<file path="config.mk">
export PLATFORM = sky130hd
export DESIGN_NAME = des_round_scheduler
export DESIGN_NICKNAME = d
export VERILOG_FILES = /design/src/rtl/des_round_scheduler.sv
export SDC_FILE = /design/constraint.sdc
export NUM_CORES = 1
export LEC_CHECK = 0
export CAP_MARGIN = 10
export CORE_AREA = 2 2 39 41
export CTS_CLUSTER_DIAMETER = 50
export DETAILED_ROUTE_END_ITERATION = 16
export DIE_AREA = 0 0 41 43
export DONT_BUFFER_PORTS = 1
export PLACE_DENSITY_LB_ADDON = 0.05
export SYNTH_ARGS = -nofsm -noshare
export SYNTH_HDL_FRONTEND = slang
export SYNTH_SLANG_ARGS = --single-unit
</file>
<file path="constraint.sdc">
create_clock -name clk -period 2.2 [get_ports clk]
set_clock_uncertainty 0.1 [all_clocks]
set_input_delay 0 -clock clk [delete_from_list [all_inputs] [get_ports clk]]
set_output_delay 0 -clock clk [all_outputs]
set_load 0.02 [all_outputs]
</file>
<file path="src/rtl/des_round_scheduler.sv">
// Round sequencer for an iterative DES core: load strobe, per-round enable, round index and key rotate control.
// Optional abort input is compiled in when DES_SCHED_ABORT_EN is defined.
module des_round_scheduler #(
  parameter int ROUND_CYCLES = 1
) (
  input  logic       clk,
  input  logic       reset_n,
  input  logic       start_strobe_din,
  input  logic       decrypt_din,
  input  logic       done_ack_din,
`ifdef DES_SCHED_ABORT_EN
  input  logic       abort_din,
`endif
  output logic       busy_dout,
  output logic       load_dout,
  output logic       round_enable_dout,
  output logic [3:0] round_count_dout,
  output logic [1:0] key_shift_dout,
  output logic       key_rotate_right_dout,
  output logic       done_valid_dout
);

  typedef enum logic [1:0] {IDLE, LOAD, ROUND, DONE} state_t;

  localparam logic [1:0] CYC_LAST = 2'(ROUND_CYCLES - 1);

  state_t     state_q, state_d;
  logic [3:0] round_q, round_d;
  logic [1:0] cyc_q, cyc_d;
  logic       dir_q, dir_d;
  logic       abort;

`ifdef DES_SCHED_ABORT_EN
  assign abort = abort_din;
`else
  assign abort = 1'b0;
`endif

  always_ff @(posedge clk or negedge reset_n) begin
    if (!reset_n) begin
      state_q <= IDLE;
      round_q <= 4'd0;
      cyc_q   <= 2'd0;
      dir_q   <= 1'b0;
    end else begin
      state_q <= state_d;
      round_q <= round_d;
      cyc_q   <= cyc_d;
      dir_q   <= dir_d;
    end
  end

  always_comb begin
    state_d           = state_q;
    round_d           = round_q;
    cyc_d             = cyc_q;
    dir_d             = dir_q;
    load_dout         = 1'b0;
    round_enable_dout = 1'b0;
    case (state_q)
      IDLE: begin
        if (start_strobe_din) begin
          dir_d   = decrypt_din;
          state_d = LOAD;
        end
      end
      LOAD: begin
        round_d = 4'd0;
        cyc_d   = 2'd0;
        if (abort) begin
          state_d = IDLE;
        end else begin
          load_dout = 1'b1;
          state_d   = ROUND;
        end
      end
      ROUND: begin
        // An abort discards the block; counters restart clean for the next one.
        if (abort) begin
          state_d = IDLE;
          round_d = 4'd0;
          cyc_d   = 2'd0;
        end else if (cyc_q == CYC_LAST) begin
          round_enable_dout = 1'b1;
          cyc_d             = 2'd0;
          if (round_q == 4'd15) begin
            state_d = DONE;
            round_d = 4'd0;
          end else begin
            round_d = round_q + 4'd1;
          end
        end else begin
          cyc_d = cyc_q + 2'd1;
        end
      end
      DONE: begin
        if (done_ack_din) begin
          state_d = IDLE;
        end
      end
      default: state_d = IDLE;
    endcase
  end

  // Decrypt walks the key schedule backwards, so its first round applies no rotation.
  always_comb begin
    key_shift_dout = 2'd0;
    if (state_q == ROUND) begin
      case (round_q)
        4'd0:                 key_shift_dout = dir_q ? 2'd0 : 2'd1;
        4'd1, 4'd8, 4'd15:    key_shift_dout = 2'd1;
        default:              key_shift_dout = 2'd2;
      endcase
    end
  end

  assign busy_dout             = (state_q != IDLE);
  assign done_valid_dout       = (state_q == DONE);
  assign round_count_dout      = round_q;
  assign key_rotate_right_dout = dir_q;

endmodule

</file>
* Yosys cells after proc, flatten, opt, wreduce, memory -nomap -nowiden
Index checks and enable logic that the tools add are counted.
Word-level totals: register bits after elaboration 9, output and inout bits 11, logic and storage cells 41
Operators by class: $add $sub $neg 2, eq/ne operators 10, muxes and demuxes 16, reduce and logical (&&, ||, !) cells 9
Operators by type and width (count):
- two-way mux 2 bit | 6
- == test 4 bit (second input constant) | 2
- two-way mux 4 bit | 2
- inequality test 2 bit (second input constant) | 4
- one-hot mux 2 bit (2 select lines) | 2
- one-hot mux 2 bit (4 select lines) | 1
- one-hot mux 4 bit (2 select lines) | 1
- adder 4 x 1 -> 4 bit (second input constant) | 1
- == test 2 bit (second input constant) | 2
- == test 4 x 1 -> 1 bit (second input constant) | 1
- logical NOT 2 bit | 2
- logical NOT 4 bit | 1
- two-way mux 1 bit | 4
- AND reduction 2 bit | 2
- AND reduction 4 bit | 1
- nonzero test 2 bit | 2
- OR reduction 3 bit | 1
- adder 2 x 1 -> 2 bit (second input constant) | 1
- == test 2 x 1 -> 1 bit (second input constant) | 1

* Longest topological paths before layout
Gate-level depths: netlist of run 1.
word-level depth 4, mapped depth 6, gate-level depth less buffers 6

* Least setup slack after synthesis of run 1
No wires, ideal clock.
kind register to register, start point reg state_q[0], end point reg state_q[1], setup time 0.128 ns, arrival 1.445 ns, slack 0.528 ns, cell stages (with the launch flop) 7, buffers on the path 0, clock period less this slack 1.672 ns, cells stage by stage dfrtp_1 > inv_1 > ha_1 > inv_1 > o221ai_1 > a21oi_1 > mux2_1
On the way: cells in the longest elaborated chain, start to end 3
RTL lines:
- start, declared | RTL line 27 | state_t state_q, state_d;
- start signal, assigned | RTL line 46 | state_q <= state_d;
- == test 2 bit or logical NOT 2 bit (tied branches) | RTL line 60 | case (state_q)
- inequality test 2 bit (no line)
- AND reduction 4 bit (no line)
Parallel ways exist; a longest one is shown, timed or not. A chain may end at the register's enable or synchronous reset.

* Worst setup path in the final report of run 1
Same ends and word-level chain as after synthesis.

==> results of run 1 <==
cell families after synthesis:
family	Yosys count
AO/OA/AOI/OAI	12
adder cells (fa/ha/maj)	10
buffers and inverters	10
flip-flops	9
multiplexers	2
AND/OR/NAND/NOR	21
cell type report:
cell class	count	area share
multi-input combinational	45	0.508
sequential	9	0.334
timing repair buffer	3	0.0445
inverter	8	0.0445
clock buffer	4	0.0390
tap	16	0.0297
power by group through the flow:
stage / Sequential (mW) / Clock, mW / Combinational [mW]
6_report: 0.295 / 0.132 / 0.488
4_1_cts: 0.296 / 0.135 / 0.492
5_1_grt: 0.303 / 0.147 / 0.554
3_5_place_dp: 0.300 / 0 / 0.471
2_1_floorplan: 0.287 / 0 / 0.435
3_3_place_gp: 0.298 / 0 / 0.467
registers in the layout, indices dropped and copies added (netlist names):
signal and flops:
cyc_q 2, state_q 2, round_count_dout 4, key_rotate_right_dout 1
worst max-delay path, delay by kind of cell (launching register included):
family | cells | cell delay (ns)
and+or+nand+nor | 1 | 0.18
DFF | 1 | 0.39
muxes | 1 | 0.34
AOI/OAI and AO/OA | 2 | 0.35
buffers and inverters | 1 | 0.09
adders and majority gates | 1 | 0.34
cell usage after synthesis, types with 2 or more instances:
cell type                  instances
sky130_fd_sc_hd__a21oi_1           3
sky130_fd_sc_hd__nand3_1           4
sky130_fd_sc_hd__o21ai_0           4
sky130_fd_sc_hd__nor2b_1           2
sky130_fd_sc_hd__dfrtp_1           9
sky130_fd_sc_hd__nand2_1           4
sky130_fd_sc_hd__nor2_1            3
sky130_fd_sc_hd__nand2b_1          2
sky130_fd_sc_hd__ha_1             10
sky130_fd_sc_hd__and2_1            2
sky130_fd_sc_hd__inv_1             8
per-stage QoR:
stage / cells / power, mW / instance area (um^2)
4_1_cts: 85 / 0.924 / 674
3_3_place_gp: 78 / 0.765 / 618
2_1_floorplan: 64 / 0.722 / 617
3_5_place_dp: 78 / 0.771 / 618
5_1_grt: 85 / 1.00 / 674
6_report: 85 / 0.915 / 674
routing by layer:
layer  vias up  part of all wire  wire, um
met2         8              0.49       577
met1       227              0.45       530
met4         0             0.021        25
met5         -                 0         0
met3         4             0.043        51
li1        227                 -         -
placed cells by master, fill, tap and decap left out, drive strengths merged:
cell         instances
ha                  10
dfrtp                9
inv                  8
nand2                5
nand3                5
o21ai                4
clkbuf               4
a21oi                3
nor2                 3
dlygate4sd3          3
nand2b               2
nor2b                2
and2                 2
mux2                 2
o31ai                1
o221ai               1
or4                  1
nand4                1
a32o                 1
a41o                 1
o32a                 1
worst max path at each step:
stage	from	end
finish	state_q[0]	state_q[1]
global route	state_q[0]	state_q[1]
CTS	state_q[0]	state_q[1]
detailed placement	state_q[0]	state_q[1]
global placement	state_q[0]	state_q[1]
floorplan	state_q[0]	state_q[1]
==> metrics, run 1 <==
leading register cell type out of synthesis=sky130_fd_sc_hd__dfrtp_1; CTS HTree Levels=1; slowest cell on the critical path=sky130_fd_sc_hd__dfrtp_1; fraction of final layout cells with drive strength greater than 1=0.0870; Horiz. Die Dim=41 um; Sum Neg Setup Slack=0 ns; startpoint of the lowest-slack register-to-register path=state_q[0]; delay contributed by the slowest stage of the critical path=0.39 ns; area used by multi-input combinational logic=343 um^2; number of max-cap violations=0; Clk Tree Root Cell=sky130_fd_sc_hd__clkbuf_4; final worst hold slack=0.0109 ns; switching part of the total power=0.490; register clock-pin slew on the reported worst setup and hold paths=0.06 ns; DR WL/cell=between 10 and 15 um; post-route clock period utilization=0.868; largest family of logic cells by synthesized area=adder cells; Yosys warnings=0; portion of total power attributed to sequential cells=0.322; Finish-stage setup viols=0; Via density=5.48; final hold vios=0; final core area utilization=0.487; antenna diode count=0; minimum setup slack after placement=0.301 ns; wire length of the first global-routing pass=1.87 mm; Remaining DRCs=0; all-layer global routing usage=0.163; Area Overhead vs Synth=9.33%; slew at the pin closest to its max-slew limit=0.443 ns; Pins Over Slew Limit=0; Post-Synth XOR/XNOR Area=0; post-CTS resize count=0; standard cell core area=1380 um^2; busiest layer in global routing=met2; average cell area after synthesis=about 9.6 um^2; combinational group share of total power=0.534; Die Outline Area=1760 um^2; GRT met1 Usage=0.218; headroom to the max-slew limit=0.704; Final min period=1.91 ns; cell breakdown of the critical path=inv_1 > ha_1 > nand2b_1 > o221ai_1 > a21oi_1 > mux2_1; number of enable flip-flop cells after synthesis=0; clock net sink count=9; Post-CTS Setup Repair Bufs=0; simple-gate share of the synthesized area=0.185; Post-synth ARST share=1.00; final worst slack=0.291 ns; iteration-0 DRC count of the detailed router=7; Syn Std Cell Area=617 um^2; clock power share=0.144; area leader, netlist=sky130_fd_sc_hd__dfrtp_1; compound-cell area share of the yosys netlist=0.132; worst endpoint data arrival time=1.96 ns; crit end category=flip-flop; Buffers on Ports=0; met2 usage in global routing=0.222; result of the run=finished, final reports clean; reported net switching power=around 0.45 mW; Die Span Y=43 um; sequential share of the synthesized area=0.365; type of the worst setup path=flip-flop to flip-flop; Clock Path Buffers=2; cell leakage power=0.316 nW; required time worst endpoint=2.25 ns; RePlAce Congestion=0.784; number of nets with antenna violations after detailed routing=0; Worst Hold Class=input pin to asynchronous set/reset pin; top-level I/O count=16; share of the synthesized area in the top cell type=0.365; Cell Int Power=0.467 mW; via count of the first global-routing pass=440; global route overflow=0; post-detailed-placement half-perimeter wirelength=870 um; reg-to-reg setup timing slack=0.29 ns; Sequential cell area=225 um^2; via count=approximately 470; initial standard-cell utilization of the core=0.446; initial antenna violation count=0; worst-path fanout max=11; global-route met3 utilization=0.0471; largest net degree at the start of global routing=12; IR drop worst, VDD=0.578 mV; startpoint kind of the worst setup timing path=flip-flop; number of placement rows=14; post-synthesis adder-cell area fraction=0.203; RSZ-0062 raised after global routing=false; leading post-synthesis cells by cell area=sky130_fd_sc_hd__dfrtp_1 (37%), sky130_fd_sc_hd__ha_1 (20%), sky130_fd_sc_hd__inv_1 (4.9%), sky130_fd_sc_hd__nand3_1 (3.2%), sky130_fd_sc_hd__o21ai_0 (3.2%); count of nets after finishing=85; cell count after synthesis=64; share of synthesized area spent on multiplexers=0.0365; total wire length=1.19 mm; number of detailed-route iterations in the first pass=4; fill cell total of the finished layout=approximately 130; Worst R2R Path Depth=6; number of synthesized register bits=9; net count of the mapped netlist=79; FMAX=524 MHz; capturing point of the worst reg2reg path=state_q[1]; TritonCTS clock tree=done; number of buffers created by CTS=3; power per standard cell area=1360 nW/um^2; quantity of hold-fixing buffers added after cts=3; Distinct cells, synth=24; latest clock arrival within the worst-skew pair=roughly 0.26 ns
Power figures use the tool's default switching activity.
==> inputs of run 2 (changes only) <==
--- a/config.mk
+++ b/config.mk
@@ -5,6 +5,7 @@
 export SDC_FILE = /design/constraint.sdc
 export NUM_CORES = 1
 export LEC_CHECK = 0
+export ABC_AREA = 0
 export CAP_MARGIN = 10
 export CORE_AREA = 2 2 39 41
 export CTS_CLUSTER_DIAMETER = 50
@@ -12,6 +13,7 @@
 export DIE_AREA = 0 0 41 43
 export DONT_BUFFER_PORTS = 1
 export PLACE_DENSITY_LB_ADDON = 0.05
+export REMOVE_ABC_BUFFERS = 1
 export SYNTH_ARGS = -nofsm -noshare
 export SYNTH_HDL_FRONTEND = slang
 export SYNTH_SLANG_ARGS = --single-unit
==> run 2 against run 1 <==
Die area unchanged. Routed wire length decreased by 2.5%. Largest power group unchanged. Register-to-register slack improved by 0.02 ns. Design area unchanged. Clock-buffer cell count unchanged. Power decreased by 0.75%. Clock power decreased by 3%. Combinational power about the same.
==> metrics, run 2 (synthesis gave the netlist of run 1 again) <==
worst-path fanout max=11; global route overflow=0; post-CTS resize count=0; Sequential cell area=about 230 um^2; required time worst endpoint=2.24 ns; CTS HTree Levels=1; result of the run=finished, final reports clean; clock net sink count=9; switching part of the total power=0.486; reported net switching power=0.441 mW; RSZ-0062 raised after global routing=false; register clock-pin slew on the reported worst setup and hold paths=0.07 ns; power per standard cell area=1350 nW/um^2; max FFs per register=4; number of placement rows=14; top-level I/O count=16; clock power share=0.141; Cell Int Power=about 0.47 mW; Worst Hold Class=input pin to asynchronous set/reset pin; final hold vios=0; portion of total power attributed to sequential cells=0.324; number of nets with antenna violations after detailed routing=0; combinational group share of total power=0.534; area used by multi-input combinational logic=343 um^2; slew at the pin closest to its max-slew limit=between 0.4 and 0.5 ns; TritonCTS clock tree=done; Sum Neg Setup Slack=0 ns; Post-CTS Setup Repair Bufs=0; latest clock arrival within the worst-skew pair=0.26 ns; post-detailed-placement half-perimeter wirelength=868 um; fill cell total of the finished layout=134; cell leakage power=0.316 nW; all-layer global routing usage=0.155; final worst hold slack=0.0102 ns; IR drop worst, VDD=0.626 mV; via count=455; startpoint kind of the worst setup timing path=flip-flop; FMAX=530 MHz; via count of the first global-routing pass=420; slowest cell on the critical path=sky130_fd_sc_hd__dfrtp_1; Horiz. Die Dim=~41 um; wire length of the first global-routing pass=1.77 mm; delay contributed by the slowest stage of the critical path=about 0.39 ns; Pins Over Slew Limit=0; number of max-cap violations=0; Buffers on Ports=0; worst endpoint data arrival time=1.92 ns; Remaining DRCs=0; cell breakdown of the critical path=inv_1 > ha_1 > nand2b_1 > o221ai_1 > a21oi_1 > mux2_1; Die Outline Area=~1800 um^2; Clk Tree Root Cell=sky130_fd_sc_hd__clkbuf_4; Finish-stage setup viols=0; Clock Path Buffers=2; RePlAce Congestion=about 0.76; Via density=5.35; leading cell type in the layout, fill and taps excluded=sky130_fd_sc_hd__ha_1; Die Span Y=~43 um; post-route clock period utilization=0.857; number of buffers created by CTS=3; initial antenna violation count=0; DR WL/cell=13.6 um; crit end category=flip-flop; initial standard-cell utilization of the core=0.446; iteration-0 DRC count of the detailed router=13; largest net degree at the start of global routing=12; antenna diode count=0; type of the worst setup path=flip-flop to flip-flop; Final min period=1.89 ns; total wire length=1.16 mm; count of nets after finishing=85; Area Overhead vs Synth=9.33%; headroom to the max-slew limit=0.713; fraction of final layout cells with drive strength greater than 1=0.0870; standard cell core area=1380 um^2; commonest non-fill, non-tap cells in the layout=sky130_fd_sc_hd__ha_1 (10), sky130_fd_sc_hd__dfrtp_1 (9), sky130_fd_sc_hd__inv_1 (8); number of detailed-route iterations in the first pass=3
run 2: cell counts in the layout (fill, tap and decap cells not counted):
Identical to the previous run, type by type.
run 2: per-layer routing:
metal / vias to the layer above / GRT usage / share of wire
li1: 230 / - / -
met2: 6 / 0.219 / 0.50
met5: - / 0 / 0
met3: 2 / 0.0471 / 0.040
met4: 0 / 0.100 / 0.010
met1: 217 / 0.196 / 0.45
run 2: stage by stage:
step,instance area [um^2],setup WS (ns),total power [mW],std cells,utilization
floorplan,598,0.483,0.684,62,-
global placement,618,0.306,0.765,78,0.447
detailed placement,618,0.313,0.772,78,0.447
CTS,674,0.307,0.923,85,0.487
global route,674,0.155,0.994,85,0.487
finish,674,0.315,0.908,85,0.487
run 2: power by group through the flow:
| stage | combinational (mW) | clock [mW] | sequential (mW) |
|---|---|---|---|
| 6_report | 0.485 | 0.128 | 0.295 |
| 5_1_grt | 0.545 | 0.146 | 0.303 |
| 4_1_cts | 0.494 | 0.132 | 0.296 |
| 3_5_place_dp | 0.473 | 0 | 0.299 |
| 3_3_place_gp | 0.467 | 0 | 0.298 |
| 2_1_floorplan | 0.397 | 0 | 0.287 |
run 2: final cells by class:
| cell class | instances | share of cell area |
|---|---|---|
| Clock buffer | 4 | 0.0390 |
| Inverter | 8 | 0.0445 |
| Multi-Input combinational cell | 45 | 0.508 |
| Sequential cell | 9 | 0.334 |
| Tap cell | 16 | 0.0297 |
| Timing Repair Buffer | 3 | 0.0445 |
run 2: what timing repair did:
| item | CTS | global route |
|---|---|---|
| setup endpoints to repair | 0 | 0 |
| hold endpoints to repair | 10 | 0 |
| hold buffers | 3 | 0 |
run 2: worst paths after layout:
kind / slack [ns] / endpoint / cells after the start / startpoint
worst max-delay path: 0.31 / state_q[1] / 6 / state_q[0]
min in group clk: 0.02 / state_q[0] / 2 / start_strobe_din
worst min-delay path: 0.01 / round_count_dout[2] / 1 / reset_n
worst max register to register: 0.31 / state_q[1] / 6 / state_q[0]
max in group asynchronous: 1.68 / cyc_q[1] / 1 / reset_n
worst min register to register: 0.46 / state_q[1] / 1 / state_q[1]
run 2: worst max-delay path: cells and delay by family, from the launching register on:
family | cells | cell delay (ns)
AOI/OAI and AO/OA | 2 | 0.35
buffers and inverters | 1 | 0.09
muxes | 1 | 0.33
and+or+nand+nor | 1 | 0.18
adders and majority gates | 1 | 0.34
DFF | 1 | 0.39
